### src/rtl/haraka_pkg.sv
`default_nettype none
// +----------------------------------------------------------------------+
// | haraka_pkg : shared types and sizes for the Haraka-S sponge padder     |
// | Rev 1.0                                                              |
// +----------------------------------------------------------------------+
package haraka_pkg;

  localparam int RATE_BITS_DEFAULT = 256;
  localparam int BLOCK_COUNT_W     = 16;

  typedef enum logic [1:0] {
    FILL = 2'd0,
    EMIT = 2'd1,
    PAD  = 2'd2,
    DONE = 2'd3
  } padder_state_e;

endpackage
`default_nettype wire

### src/rtl/haraka_s_padder.sv
`default_nettype none
// +----------------------------------------------------------------------+
// | haraka_s_padder : bit-serial pad10*1 padder producing rate blocks      |
// | Rev 1.0                                                              |
// +----------------------------------------------------------------------+
module haraka_s_padder
  import haraka_pkg::*;
#(
  parameter int RATE_BITS = RATE_BITS_DEFAULT
) (
  input  logic                     clk,
  input  logic                     reset,
  input  logic                     bit_in,
  input  logic                     bit_valid,
  input  logic                     bit_last,
  output logic                     bit_ready,
  output logic [RATE_BITS-1:0]     block_out,
  output logic                     block_valid,
  input  logic                     block_ready,
  output logic                     block_last,
  output logic                     squeeze_start,
  output logic [BLOCK_COUNT_W-1:0] block_count
);

  localparam int                IDX_W   = $clog2(RATE_BITS);
  localparam logic [IDX_W-1:0]  IDX_MAX = IDX_W'(RATE_BITS - 1);
  localparam logic [IDX_W-1:0]  IDX_K2  = IDX_W'(RATE_BITS - 2);
  localparam logic [IDX_W-1:0]  IDX_K3  = IDX_W'(RATE_BITS - 3);

  padder_state_e              r_state;
  padder_state_e              w_next;
  logic [RATE_BITS-1:0]       r_block;
  logic [IDX_W-1:0]           r_idx;
  logic [IDX_W-1:0]           w_idx_inc;
  logic                       r_pad_pending;
  logic                       r_start_pad;
  logic                       r_last;
  logic [BLOCK_COUNT_W-1:0]   r_count;
  logic                       w_accept;

  assign bit_ready     = (r_state == FILL) & ~reset;
  assign block_valid   = (r_state == EMIT);
  assign block_out     = r_block;
  assign block_last    = r_last & (r_state == EMIT);
  assign squeeze_start = (r_state == DONE);
  assign block_count   = r_count;

  assign w_accept  = bit_valid & bit_ready;
  assign w_idx_inc = r_idx + IDX_W'(1);

  always_ff @(posedge clk) begin
    if (reset) begin
      r_state <= FILL;
    end else begin
      r_state <= w_next;
    end
  end

  always_comb begin
    w_next = r_state;
    case (r_state)
      FILL: begin
        if (w_accept && (bit_last || (r_idx == IDX_MAX))) begin
          w_next = EMIT;
        end
      end
      EMIT: begin
        if (block_ready) begin
          if (r_last) begin
            w_next = DONE;
          end else if (r_pad_pending) begin
            w_next = PAD;
          end else begin
            w_next = FILL;
          end
        end
      end
      PAD:     w_next = EMIT;
      DONE:    w_next = FILL;
      default: w_next = FILL;
    endcase
  end

  always_ff @(posedge clk) begin
    if (reset) begin
      r_block       <= '0;
      r_idx         <= '0;
      r_pad_pending <= 1'b0;
      r_start_pad   <= 1'b0;
      r_last        <= 1'b0;
      r_count       <= '0;
    end else begin
      case (r_state)
        FILL: begin
          if (w_accept) begin
            r_block[r_idx] <= bit_in;
            if (bit_last) begin
              // Where the closing pad bits land depends on how much room is left in this block.
              if (r_idx <= IDX_K3) begin
                r_block[w_idx_inc]     <= 1'b1;
                r_block[RATE_BITS-1]   <= 1'b1;
                r_last                 <= 1'b1;
              end else if (r_idx == IDX_K2) begin
                r_block[RATE_BITS-1]   <= 1'b1;
                r_pad_pending          <= 1'b1;
              end else begin
                r_pad_pending          <= 1'b1;
                r_start_pad            <= 1'b1;
              end
            end else if (r_idx != IDX_MAX) begin
              r_idx <= w_idx_inc;
            end
          end
        end
        EMIT: begin
          if (block_ready) begin
            if (r_count != '1) begin
              r_count <= r_count + BLOCK_COUNT_W'(1);
            end
            if (!r_last && !r_pad_pending) begin
              r_block <= '0;
              r_idx   <= '0;
            end
          end
        end
        PAD: begin
          r_block              <= '0;
          r_block[RATE_BITS-1] <= 1'b1;
          r_block[0]           <= r_start_pad;
          r_last               <= 1'b1;
          r_pad_pending        <= 1'b0;
          r_start_pad          <= 1'b0;
        end
        DONE: begin
          r_block <= '0;
          r_idx   <= '0;
          r_count <= '0;
          r_last  <= 1'b0;
        end
        default: begin
          r_block <= '0;
          r_idx   <= '0;
        end
      endcase
    end
  end

endmodule
`default_nettype wire

### config.mk
export PLATFORM = sky130hd
export DESIGN_NAME = haraka_s_padder
export DESIGN_NICKNAME = d
export VERILOG_FILES = /design/src/rtl/haraka_pkg.sv /design/src/rtl/haraka_s_padder.sv
export SDC_FILE = /design/constraint.sdc
export NUM_CORES = 1
export LEC_CHECK = 0
export BUFFER_PORTS_ARGS = -buffer_cell sky130_fd_sc_hd__clkbuf_2
export CORE_MARGIN = 2
export CORE_UTILIZATION = 61
export DETAILED_ROUTE_END_ITERATION = 7
export GPL_TIMING_DRIVEN = 0
export PLACE_DENSITY = 0.86
export SYNTH_ARGS = -nofsm -noshare
export SYNTH_HDL_FRONTEND = slang
export SYNTH_SLANG_ARGS = --single-unit
### constraint.sdc
create_clock -name clk -period 6.1 [get_ports clk]
set_input_delay 0.61 -clock clk [delete_from_list [all_inputs] [get_ports clk]]
set_output_delay 0.61 -clock clk [all_outputs]
set_load 0.02 [all_outputs]
==> results_dict.tcl <==
set metrics [dict create \
    outcome "finished, violations left" \
    violations "design-rule violations, max-capacitance violations, max-slew violations" \
    fp.dieH_um 163 \
    synth-seq-cells 285 \
    yosysTopAreaCellShare_pct 36.9 \
    max-vdd-ir-drop_uv 229 \
    vias 20065 \
    cap_violations 1 \
    cts_resized 0 \
    syn_area_per_cell_um2 7.97 \
    crit_chain "buf_2 > inv_1 > ha_1 > clkbuf_1 > nand3_1 > o21ai_0 > a21boi_1 > a311oi_1 > nor3_1" \
    portBuffers 280 \
    die_area_um2 26600 \
    yosys.area.top_type "dfxtp_1" \
    num_rows 58 \
    routed.top_layer "met5" \
    grt_pass1_wl_um 113000 \
    diodes 0 \
    grt_pass1_vias 18690 \
    clkLatencyLatePin_ns 0.59 \
    cts_tree "yes" \
    max_stage_delay_ns 1.02 \
    die_w_um 163 \
    fin_ws_ns 2.36 \
    place_ws_ns 2.82 \
    grt_antenna_before_repair 3 \
    grt_use_total_pct 55.9 \
    fin_nets 2267 \
    avgRoutedWirePerCell_um 29.8 \
    postCtsSetupBuffers 0 \
    arrival_ns 4.18 \
    setup.worst_path.class "reg -> reg" \
    synth.area.top_cells "dfxtp_1, o221ai_1, nand2_1" \
    critical_path.max_fanout 10 \
    wl_met2_um 30400 \
    finalSetupViolations 0 \
    ys_warn_count 0 \
    period_minus_slack_ns 3.74 \
    start_util_pct 61.8 \
    grt.overflow.total 0 \
    drt-initial-drc-count 4167 \
    numCtsBuffers 31 \
    slew_viol_final 11 \
    fin_setup_tns_ns 0 \
    synth_area_um2 15500 \
    ctsHtreeMaxLevel 1 \
    final_cell_mix "dfxtp_1, clkbuf_2, nand2_1" \
    p_leak_uw 0.00683 \
    slowest_stage "o21ai_0" \
    finish.utilization_pct 73.3 \
    vias_per_cell 7.69 \
    startpoint_type "flop" \
    holdBufCountCts 0 \
    grt_max_degree 15 \
    drtPass1Iterations 8 \
    antenna_left 0 \
    power_density_nw_per_um2 235 \
    cts_buffer_depth 3 \
    fin_crit_sh_pct 61.2 \
    synthFlopType "dfxtp_1" \
    drc 1 \
    path_clk_slew_ns 0.07 \
    crit_buf_inv 3 \
    seq_area_frac_synth_pct 36.9 \
    synthArstFlopShare_pct 0 \
    routed_wl_um 77600 \
    wl_met1_um 25100 \
    fin_skew_ns 0.0243 \
    syn_inst 1941 \
    drive_gt1_share_pct 20.8 \
    place_hpwl_um 55600 \
    hp-class "in -> reg" \
    hold_violations 0 \
    final_common_cell "dfxtp_1" \
    area_growth_pct 18.7 \
    rsz0062_at_grt "false" \
    slew-limit-headroom_pct -5.55 \
    core-area_um2 25000 \
    fmax_ghz 0.268 \
    ctsRootBufferMaster "clkbuf_16" \
    io_pins 282 \
    crit_family "compound AO/OA/AOI/OAI gates" \
    synth_cell_type_count 82 \
    crit_required_ns 6.55 \
    worst_pin_slew_ns 1.58 \
    syn_nets 1954 \
    worst_setup_path_end_kind "flop" \
    synth-edff-count 0 \
    place.gp.congestion 1.12 \
    wl_met3_um 14300 \
    clock-sinks 285 \
]
-- power by group --
group	total, µW	leakage, µW	switching (µW)	internal (µW)
sequential	1870	0.00230	6.21	1860
combinational	398	0.00400	307	91.4
clock	2050	0.000535	860	1190
-- logic make-up after synthesis --
kind of cell    Yosys count  share of synthesized area, %
compound gates          767                          34.1
simple gates            622                          20.5
flops                   285                          36.9
buf+inv                 248                          7.23
xor+xnor                  9                         0.510
fa+ha+maj                 7                         0.566
mux                       3                         0.194
-- registers in the layout, indices dropped and copies added, names as in the netlist --
signal	flops
r_idx	8
block_count	16
r_pad_pending	1
r_start_pad	1
r_last	1
r_state	2
block_out	256
-- stage by stage --
step	std cells	hold WS [ns]	cell area, µm²	total power [µW]
6_report	2608	0.325	18400	4310
5_1_grt	2608	0.358	18400	4350
4_1_cts	2608	0.339	18400	4230
3_5_place_dp	2551	0.468	17300	2280
3_3_place_gp	2551	0.462	17300	2270
2_1_floorplan	1941	0.437	15500	2160
-- layer usage --
metal / global-route usage (%) / up-vias
li1: - / 8050
met1: 66.9 / 9011
met2: 78.4 / 2298
met3: 25.6 / 704
met4: 40.5 / 2
met5: 0.379 / -
-- cell usage after synthesis, drive strengths merged (10+ instances only) --
| cell type | n |
|---|---|
| nand2 | 257 |
| inv | 10 |
| and2 | 10 |
| o211ai | 93 |
| nand2b | 10 |
| nor3 | 27 |
| o21ai | 204 |
| nor3b | 10 |
| nand4 | 29 |
| a311oi | 31 |
| nand3b | 10 |
| clkbuf | 134 |
| and3 | 19 |
| a32oi | 25 |
| buf | 103 |
| nor2 | 72 |
| dfxtp | 285 |
| nand3 | 124 |
| o221ai | 183 |
| a21oi | 167 |
-- final timing paths --
path                              start                          end  slack [ns]  cells past startpoint
max               r_idx[0]$_SDFFE_PP0P_  block_out[206]$_SDFFE_PP0P_        2.36                      9
min                         block_ready      r_state[1]$_SDFFE_PP0P_        0.32                      2
max reg2reg       r_idx[0]$_SDFFE_PP0P_  block_out[206]$_SDFFE_PP0P_        2.36                      9
min reg2reg  block_out[11]$_SDFFE_PP0P_   block_out[11]$_SDFFE_PP0P_        0.49                      2
-- final cells by class --
| class | instances | area, µm² |
|---|---|---|
| multi-input combinational | 1408 | 8640 |
| fill | 2011 | 6680 |
| sequential | 285 | 5710 |
| timing repair buffer | 280 | 1400 |
| buffer | 237 | 1080 |
| clock buffer | 42 | 887 |
| tap | 330 | 413 |
| clock inverter | 15 | 188 |
| inverter | 11 | 41.3 |
Power figures use the tool's default switching activity.
